<file path="config.mk">
export PLATFORM = sky130hd
export DESIGN_NAME = ehgu_gray_seq_rx
export DESIGN_NICKNAME = d
export VERILOG_FILES = /design/src/rtl/ehgu_gray_seq_rx.sv
export SDC_FILE = /design/constraint.sdc
export NUM_CORES = 1
export LEC_CHECK = 0
export CAP_MARGIN = 25
export CORE_MARGIN = 3
export CORE_UTILIZATION = 53
export DETAILED_ROUTE_END_ITERATION = 8
export GPL_ROUTABILITY_DRIVEN = 1
export GPL_TIMING_DRIVEN = 0
export PLACE_DENSITY = 0.79
export SKIP_CTS_REPAIR_TIMING = 1
export SLEW_MARGIN = 40
export SYNTH_ARGS = -nofsm -noshare
export SYNTH_HDL_FRONTEND = slang
export SYNTH_SLANG_ARGS = --single-unit
</file>
<file path="constraint.sdc">
create_clock -name clk -period 3.5 [get_ports clk]
set_input_delay 0.525 -clock clk [delete_from_list [all_inputs] [get_ports clk]]
set_output_delay 0.525 -clock clk [all_outputs]
set_load 0.01 [all_outputs]
</file>
<file path="src/rtl/ehgu_gray_seq_rx.sv">
// ehgu_gray_seq_rx -- receive end of a gray-coded sequence stream.
//
// Accepts gray words over valid/ready, decodes them to binary, checks each
// accepted word against the previous one (legal step = hamming distance <= 1),
// flags wrap-around from 2**WIDTH-1 to 0 and keeps saturating error / modulo
// wrap statistics. Decoded words leave through a 2-entry output FIFO.
//
// Optional feature macro: EHGU_GRAY_RX_PARITY_EN
//   Adds s_par (even parity over s_gray) and par_err_cnt. Parity-failing
//   words are accepted and dropped without touching ref or step counters.
//
// Ports:
//   clk, rst        clock, asynchronous active-high reset
//   s_valid/s_ready input handshake, s_gray input word
//   resync          return to SYNC on the next cycle
//   m_valid/m_ready output handshake
//   m_bin           decoded binary value
//   m_wrap          word wrapped from all-ones to 0
//   m_step_err      word differs from previous in more than one bit
//   state           0=SYNC 1=TRACK 2=LOST
//   err_cnt         step errors, saturating
//   wrap_cnt        wraps seen, modulo 2**WRAP_CNT_W

package ehgu_config_pkg;
  parameter int unsigned DP_WIDTH = 8;
endpackage

module ehgu_gray_seq_rx #(
  parameter int unsigned WIDTH       = ehgu_config_pkg::DP_WIDTH,
  parameter int unsigned ERR_CNT_W   = 8,
  parameter int unsigned WRAP_CNT_W  = 8,
  parameter int unsigned LOST_THRESH = 3
) (
  input  logic                  clk,
  input  logic                  rst,
  input  logic                  s_valid,
  output logic                  s_ready,
  input  logic [WIDTH-1:0]      s_gray,
`ifdef EHGU_GRAY_RX_PARITY_EN
  input  logic                  s_par,
  output logic [ERR_CNT_W-1:0]  par_err_cnt,
`endif
  input  logic                  resync,
  output logic                  m_valid,
  input  logic                  m_ready,
  output logic [WIDTH-1:0]      m_bin,
  output logic                  m_wrap,
  output logic                  m_step_err,
  output logic [1:0]            state,
  output logic [ERR_CNT_W-1:0]  err_cnt,
  output logic [WRAP_CNT_W-1:0] wrap_cnt
);

  localparam int unsigned CW = (LOST_THRESH < 2) ? 1 : $clog2(LOST_THRESH + 1);

  typedef enum logic [1:0] {
    SYNC  = 2'd0,
    TRACK = 2'd1,
    LOST  = 2'd2
  } state_t;

  typedef struct packed {
    logic [WIDTH-1:0] bin;
    logic             wrap;
    logic             err;
  } entry_t;

  function automatic logic [WIDTH-1:0] gray2bin(input logic [WIDTH-1:0] g);
    logic [WIDTH-1:0] b;
    b[WIDTH-1] = g[WIDTH-1];
    for (int unsigned i = 1; i < WIDTH; i++)
      b[WIDTH-1-i] = b[WIDTH-i] ^ g[WIDTH-1-i];
    return b;
  endfunction

  state_t                st_q, st_d;
  logic [CW-1:0]         consec_q, consec_d;
  logic [WIDTH-1:0]      ref_q, ref_d;
  logic [ERR_CNT_W-1:0]  err_q, err_d;
  logic [WRAP_CNT_W-1:0] wrap_q, wrap_d;
  entry_t                slot0_q, slot1_q, fwd_e;
  logic [1:0]            occ_q;
  logic                  accept, pop, fwd, word_ok;
  logic [WIDTH-1:0]      diff;
  logic                  single, multi;
`ifdef EHGU_GRAY_RX_PARITY_EN
  logic [ERR_CNT_W-1:0]  perr_q, perr_d;
`endif

  always_comb begin
    s_ready = !rst && !resync && (occ_q != 2'd2);
    accept  = s_valid && s_ready;
    pop     = (occ_q != 2'd0) && m_ready;
    diff    = s_gray ^ ref_q;
    // Power-of-two test on the difference: one bit set <=> distance 1.
    multi   = (diff & (diff - WIDTH'(1))) != '0;
    single  = (diff != '0) && !multi;
`ifdef EHGU_GRAY_RX_PARITY_EN
    word_ok = ((^s_gray) == s_par);
    perr_d  = perr_q;
    if (accept && !word_ok && st_q != LOST && perr_q != '1)
      perr_d = perr_q + ERR_CNT_W'(1);
`else
    word_ok = 1'b1;
`endif
    st_d     = st_q;
    consec_d = consec_q;
    ref_d    = ref_q;
    err_d    = err_q;
    wrap_d   = wrap_q;
    fwd      = 1'b0;
    fwd_e    = '0;

    if (resync) begin
      st_d     = SYNC;
      consec_d = '0;
    end else if (accept && word_ok) begin
      case (st_q)
        SYNC: begin
          fwd       = 1'b1;
          fwd_e.bin = gray2bin(s_gray);
          ref_d     = s_gray;
          consec_d  = '0;
          st_d      = TRACK;
        end
        TRACK: begin
          fwd        = 1'b1;
          fwd_e.bin  = gray2bin(s_gray);
          fwd_e.err  = multi;
          fwd_e.wrap = single && (gray2bin(ref_q) == '1) && (s_gray == '0);
          ref_d      = s_gray;
          if (multi) begin
            if (err_q != '1) err_d = err_q + ERR_CNT_W'(1);
            consec_d = consec_q + CW'(1);
            if (consec_d == CW'(LOST_THRESH)) st_d = LOST;
          end else begin
            consec_d = '0;
          end
          if (fwd_e.wrap) wrap_d = wrap_q + WRAP_CNT_W'(1);
        end
        default: ;
      endcase
    end
  end

  always_ff @(posedge clk or posedge rst) begin
    if (rst) begin
      st_q     <= SYNC;
      consec_q <= '0;
      ref_q    <= '0;
      err_q    <= '0;
      wrap_q   <= '0;
`ifdef EHGU_GRAY_RX_PARITY_EN
      perr_q   <= '0;
`endif
    end else begin
      st_q     <= st_d;
      consec_q <= consec_d;
      ref_q    <= ref_d;
      err_q    <= err_d;
      wrap_q   <= wrap_d;
`ifdef EHGU_GRAY_RX_PARITY_EN
      perr_q   <= perr_d;
`endif
    end
  end

  // Slot0 is always the head; a push with a simultaneous pop at occupancy 1
  // lands directly in slot0 (push is impossible at occupancy 2).
  always_ff @(posedge clk or posedge rst) begin
    if (rst) begin
      occ_q   <= '0;
      slot0_q <= '0;
      slot1_q <= '0;
    end else begin
      case ({fwd, pop})
        2'b10: begin
          if (occ_q == 2'd0) slot0_q <= fwd_e;
          else               slot1_q <= fwd_e;
          occ_q <= occ_q + 2'd1;
        end
        2'b01: begin
          slot0_q <= slot1_q;
          occ_q   <= occ_q - 2'd1;
        end
        2'b11: slot0_q <= fwd_e;
        default: ;
      endcase
    end
  end

  assign m_valid    = (occ_q != 2'd0);
  assign m_bin      = slot0_q.bin;
  assign m_wrap     = slot0_q.wrap;
  assign m_step_err = slot0_q.err;
  assign state      = st_q;
  assign err_cnt    = err_q;
  assign wrap_cnt   = wrap_q;
`ifdef EHGU_GRAY_RX_PARITY_EN
  assign par_err_cnt = perr_q;
`endif

endmodule

</file>
==> flow_summary.json, run 1 <==
{
  "grt_pass1_vias": 1997,
  "numCtsBuffers": 5,
  "nNetsFinal": 346,
  "maxSlewHeadroom_pct": 50.0,
  "required_ps": 3690,
  "power.total_uw": 1840,
  "fin_setup_tns_ps": 0,
  "diodes": 0,
  "dp_slack_ps": 195,
  "drv_cap": 0,
  "path_cells": "inv_1 > ha_1 > xnor2_1 > ha_1 > xnor2_1 > ha_1 > xnor2_1 > nand4_1 > nor4_1 > mux2i_4 > nor2_2 > mux2_4",
  "drtPass1Iterations": 4,
  "synth_area_leaders": "dfrtp_1 (47%), nand2_1 (6.4%), xnor2_1 (4.9%)",
  "leakagePower_uw": 0.00144,
  "hpwl_um": 3970,
  "syn-num-nets": 298,
  "synth-seq-cells": 50,
  "ios": 43,
  "ys.warnings.count": 0,
  "routabilityCongestion": 0.846,
  "die_h_um": 77.1,
  "async_flop_share_pct": 100,
  "drc": 0,
  "crit_path_top_delay_cell": "dfrtp_1",
  "layout_commonest_cell": "dfrtp_1",
  "finalHoldViolCount": 0,
  "insertion_delay_ps": 300,
  "use_met3_pct": 4.34,
  "coreArea_um2": 4820,
  "synth_edf_count": 0,
  "clk_pin_slew_ps": 90,
  "initial_core_util_pct": 55.7,
  "synth_cell_type_count": 47,
  "dieArea_um2": 5950,
  "setup_viol": 0,
  "wl_um": 5370,
  "syn_area_per_cell_um2": 9.72,
  "cp-start-kind": "register",
  "power.density_nw_per_um2": 560,
  "syn_area_um2": 2680,
  "fmax_mhz": 327,
  "status": "complete, no violations",
  "synthDominantCellAreaShare_pct": 46.6,
  "drt_iter0_drc": 179,
  "synthCells": 276,
  "gr-usage-met2_pct": 31.0,
  "path_max_fanout": 8,
  "tightest_slew_ps": 741,
  "grt_setup_unrepaired": "no",
  "grt_max_degree": 36,
  "vias": 2125,
  "antenna_found_initial": 0,
  "rows": 25,
  "cts_tree": "built",
  "gr-usage-met1_pct": 25.7,
  "grtUsageTotal_pct": 19.2,
  "critPathMaxStageDelay_ps": 370,
  "finalWorstSetupSlack_ps": 444,
  "portBuffers": 40,
  "report.final.slew_viol_count": 0,
  "drive_gt1_share_pct": 7.38,
  "period_needed_ps": 3060,
  "crit_type": "reg2reg",
  "ys.flop_type": "dfrtp_1",
  "cts_max_path_buffers": 2,
  "irDropWorstVdd_mv": 0.343,
  "ys_seq_area_share_pct": 46.6,
  "drtAntennaViolNets": 0,
  "grt.busiest_layer": "met2",
  "layout_common_cells": "dfrtp_1 (50), nand2_1 (46), clkdlybuf4s50_1 (40)",
  "hold_class": "in2reg",
  "cp.arrival_ps": 3250,
  "grt_first_pass_wirelength_um": 9250,
  "synth_top_area_cell": "dfrtp_1",
  "period_share_pct": 87.3,
  "grt_overflow": 0,
  "htreeDepth": 2,
  "cts_root_buffer": "clkbuf_8",
  "area_delta_synth_final_pct": 22.4,
  "vias_per_cell": 5.42,
  "clkSinkCount": 50,
  "clock_skew_ps": 4.37,
  "wl_per_cell_um": 13.7,
  "endpoint_kind": "register",
  "die_w_um": 77.1
}
## routing by layer
layer	vias to the layer above	routed length, µm
li1	1046	-
met1	1020	2460
met2	55	2620
met3	4	231
met4	0	53
met5	-	0
## power breakdown
| group | total (µW) | internal, µW | switching, µW |
|---|---|---|---|
| Combinational | 713 | 341 | 373 |
| Sequential | 776 | 687 | 88.7 |
| Clock | 349 | 159 | 190 |
| Total | 1840 | 1190 | 652 |
## cell usage after synthesis, types with 2 or more instances
cell,number
and2_1,4
o22ai_1,2
buf_6,2
nand4_1,4
or2_2,2
o21ai_0,17
nand2_1,46
nand2b_1,3
nand3_1,4
nor2_1,14
o2111ai_1,2
ha_1,9
o21ai_2,2
clkbuf_1,10
a21oi_1,8
dfrtp_1,50
xnor3_1,2
nor3_1,10
nor3b_1,2
xnor2_1,15
and3_1,5
nor4_1,3
o21ai_1,5
o31ai_1,6
o211ai_1,2
inv_1,12
xor2_1,14
a211oi_1,2
## flip-flops by register name, summed over array words and instances (netlist names)
| signal | cells |
|---|---|
| slot1_q | 10 |
| consec_q | 2 |
| state | 2 |
| m_wrap | 1 |
| ref_q | 8 |
| m_bin | 8 |
| wrap_cnt | 8 |
| m_step_err | 1 |
| err_cnt | 8 |
| occ_q | 2 |
## path summary, 6_finish.rpt
path / from / endpoint / slack [ps] / cells past startpoint
worst max register to register: ref_q[6]$_DFFE_PP0P_ / wrap_cnt[1]$_DFFE_PP0P_ / 440 / 12
max in group asynchronous: rst / m_bin[2]$_DFFE_PP0P_ / 2540 / 3
worst min register to register: wrap_cnt[7]$_DFFE_PP0P_ / wrap_cnt[7]$_DFFE_PP0P_ / 470 / 1
worst min-delay path: s_gray[1] / ref_q[1]$_DFFE_PP0P_ / 440 / 3
min in group asynchronous: rst / wrap_cnt[5]$_DFFE_PP0P_ / 520 / 2
worst max-delay path: ref_q[6]$_DFFE_PP0P_ / wrap_cnt[1]$_DFFE_PP0P_ / 440 / 12
## critical path, delay by kind of cell, from the launching register on
family / cells / cell delay, ps
flops: 1 / 370
fa+ha+maj: 3 / 870
mux: 2 / 530
xor+xnor: 3 / 400
simple gates: 3 / 700
buf+inv: 1 / 60
## cell families after synthesis
family                   after synthesis  synth area share [%]
AO/OA/AOI/OAI                         52                  12.2
XOR/XNOR                              32                  11.8
multiplexers                           4                  2.24
adder cells (fa/ha/maj)               10                  4.57
buffers and inverters                 25                  4.06
flip-flops                            50                  46.6
AND/OR/NAND/NOR                      103                  18.6
## layout make-up
type | instances | area, µm²
tap | 67 | 83.8
clock buffer | 6 | 82.6
buffer | 12 | 60.1
clock inverter | 2 | 12.5
fill | 402 | 1530
inverter | 13 | 51.3
sequential | 50 | 1250
multi-input combinational | 201 | 1320
timing repair buffer | 41 | 420
## stage by stage
| stage | hold WS, ps | area (µm²) | cells | utilization (%) |
|---|---|---|---|---|
| after floorplan | 440 | 2680 | 276 | - |
| after global placement | 454 | 3170 | 383 | 65.7 |
| after detailed placement | 458 | 3190 | 384 | 66.2 |
| after CTS | 437 | 3280 | 392 | 68.2 |
| after global routing | 457 | 3280 | 392 | 68.2 |
| final | 445 | 3280 | 392 | 68.2 |
(Power assumes the default switching activity.)
==> run 2: changes to the inputs <==
--- a/config.mk
+++ b/config.mk
@@ -5,15 +5,15 @@
 export SDC_FILE = /design/constraint.sdc
 export NUM_CORES = 1
 export LEC_CHECK = 0
+export ABC_CLOCK_PERIOD_IN_PS = 3500
 export CAP_MARGIN = 25
 export CORE_MARGIN = 3
 export CORE_UTILIZATION = 53
 export DETAILED_ROUTE_END_ITERATION = 8
 export GPL_ROUTABILITY_DRIVEN = 1
-export GPL_TIMING_DRIVEN = 0
 export PLACE_DENSITY = 0.79
 export SKIP_CTS_REPAIR_TIMING = 1
-export SLEW_MARGIN = 40
+export SLEW_MARGIN = 20
 export SYNTH_ARGS = -nofsm -noshare
 export SYNTH_HDL_FRONTEND = slang
 export SYNTH_SLANG_ARGS = --single-unit
==> flow_summary.json, run 2 (synthesized netlist as in run 1, its figures left out) <==
{
  "period_share_pct": 87.5,
  "diodes": 0,
  "coreArea_um2": 4820,
  "grt_max_degree": 51,
  "drt_iter0_drc": 101,
  "irDropWorstVdd_mv": 0.421,
  "dr_wl_met2_um": 2750,
  "cp.arrival_ps": 3260,
  "hold_class": "reg2reg",
  "required_ps": 3690,
  "grtUsageTotal_pct": 20.0,
  "instances_no_fill": 384,
  "die_h_um": 77.1,
  "initial_core_util_pct": 55.7,
  "seqCellArea_um2": 1250,
  "cts_tree": "built",
  "wl_um": 5510,
  "insertion_delay_ps": 300,
  "htreeDepth": 2,
  "rrSetupSlack_ps": 440,
  "vias_per_cell": 5.49,
  "layout_commonest_cell": "dfrtp_1",
  "path_max_fanout": 8,
  "placed_cell_area_um2": 3150,
  "die_w_um": 77.1,
  "antenna_found_initial": 0,
  "clk_pin_slew_ps": 90,
  "drive_gt1_share_pct": 7.26,
  "nNetsFinal": 338,
  "drc": 0,
  "clkSinkCount": 50,
  "leakagePower_uw": 0.00143,
  "r2r_cells": 12,
  "vias": 2108,
  "maxSlewHeadroom_pct": 44.0,
  "fmax_mhz": 327,
  "ios": 43,
  "period_needed_ps": 3060,
  "r2r_start": "ref_q[6]$_DFFE_PP0P_",
  "grt_first_pass_wirelength_um": 9640,
  "cp-start-kind": "register",
  "holdPathStages": 1,
  "area_delta_synth_final_pct": 20.7,
  "endpoint_kind": "register",
  "report.final.slew_viol_count": 0,
  "dpl.cell_count": 376,
  "routabilityCongestion": 0.823,
  "tightest_slew_ps": 839,
  "design_area_um2": 3240,
  "clock_skew_ps": 4.49,
  "wl_per_cell_um": 14.3,
  "cts_root_buffer": "clkbuf_8",
  "drtPass1Iterations": 4,
  "status": "complete, no violations",
  "met1_length_um": 2360,
  "finalHoldViolCount": 0,
  "maxUsedRoutingLayer": "met4",
  "multi_input_area_um2": 1320,
  "grt_overflow": 0,
  "hold_path_end": "wrap_cnt[7]$_DFFE_PP0P_",
  "power.total_uw": 1820,
  "layout_common_cells": "dfrtp_1 (50), nand2_1 (46), clkdlybuf4s50_1 (42)",
  "portBuffers": 42,
  "dr_wl_met3_um": 300,
  "grt_setup_unrepaired": "no",
  "fin_setup_tns_ps": 0,
  "utilization_pct": 67.2,
  "dieArea_um2": 5950,
  "n_fill_cell": 424,
  "drv_cap": 0,
  "hold_start": "wrap_cnt[7]$_DFFE_PP0P_",
  "cts_max_path_buffers": 2,
  "largest_register": "slot1_q",
  "drtAntennaViolNets": 0,
  "rows": 25,
  "grt_pass1_vias": 2128,
  "numCtsBuffers": 5,
  "largest_register_ffs": 10,
  "hpwl_um": 3920,
  "crit_type": "reg2reg",
  "power.density_nw_per_um2": 561,
  "rr_endpoint": "wrap_cnt[1]$_DFFE_PP0P_",
  "setup_viol": 0
}
run 2: per-stage QoR:
step / worst slack, ps / hold slack [ps]
after floorplan: 675 / 440
final: 439 / 468
after CTS: 443 / 475
after global placement: 359 / 451
after global routing: 268 / 517
after detailed placement: 277 / 459
run 2: per-layer routing:
layer,vias up,global-route usage (%)
met1,1024,24.0
li1,1024,-
met2,51,34.7
met3,9,4.81
met4,0,7.12
met5,-,0
run 2: cell type report:
type / instances / share of cell area [%]
Tap cell: 67 / 2.59
Multi-Input combinational cell: 201 / 40.9
Sequential cell: 50 / 38.7
Inverter: 13 / 1.55
Clock inverter: 2 / 0.425
Clock buffer: 6 / 2.24
Timing Repair Buffer: 45 / 13.7
run 2: power by group:
part	switching, µW	leakage, µW	internal [µW]
sequential	95.7	0.000667	687
combinational	368	0.000717	330
clock	193	0.0000452	141
total	657	0.00143	1160
run 2: worst max path at each step:
stage | slack, ps | depth (start not counted) | end | startpoint
4_1_cts | 440 | 12 | wrap_cnt[1]$_DFFE_PP0P_ | ref_q[6]$_DFFE_PP0P_
5_1_grt | 270 | 12 | wrap_cnt[1]$_DFFE_PP0P_ | ref_q[6]$_DFFE_PP0P_
3_3_place_gp | 360 | 7 | err_cnt[1]$_DFFE_PP0P_ | s_gray[1]
2_1_floorplan | 680 | 12 | wrap_cnt[1]$_DFFE_PP0P_ | ref_q[6]$_DFFE_PP0P_
3_5_place_dp | 280 | 7 | err_cnt[1]$_DFFE_PP0P_ | s_gray[0]
6_report | 440 | 12 | wrap_cnt[1]$_DFFE_PP0P_ | ref_q[6]$_DFFE_PP0P_
run 2: worst max-delay path: stages, from the launching register on:
cell	delay [ps]
dfrtp_1	380
inv_1	60
ha_1	300
xnor2_1	160
ha_1	260
xnor2_1	130
ha_1	280
xnor2_1	140
nand4_1	140
nor4_1	370
mux2i_4	210
nor2_2	210
mux2_4	310
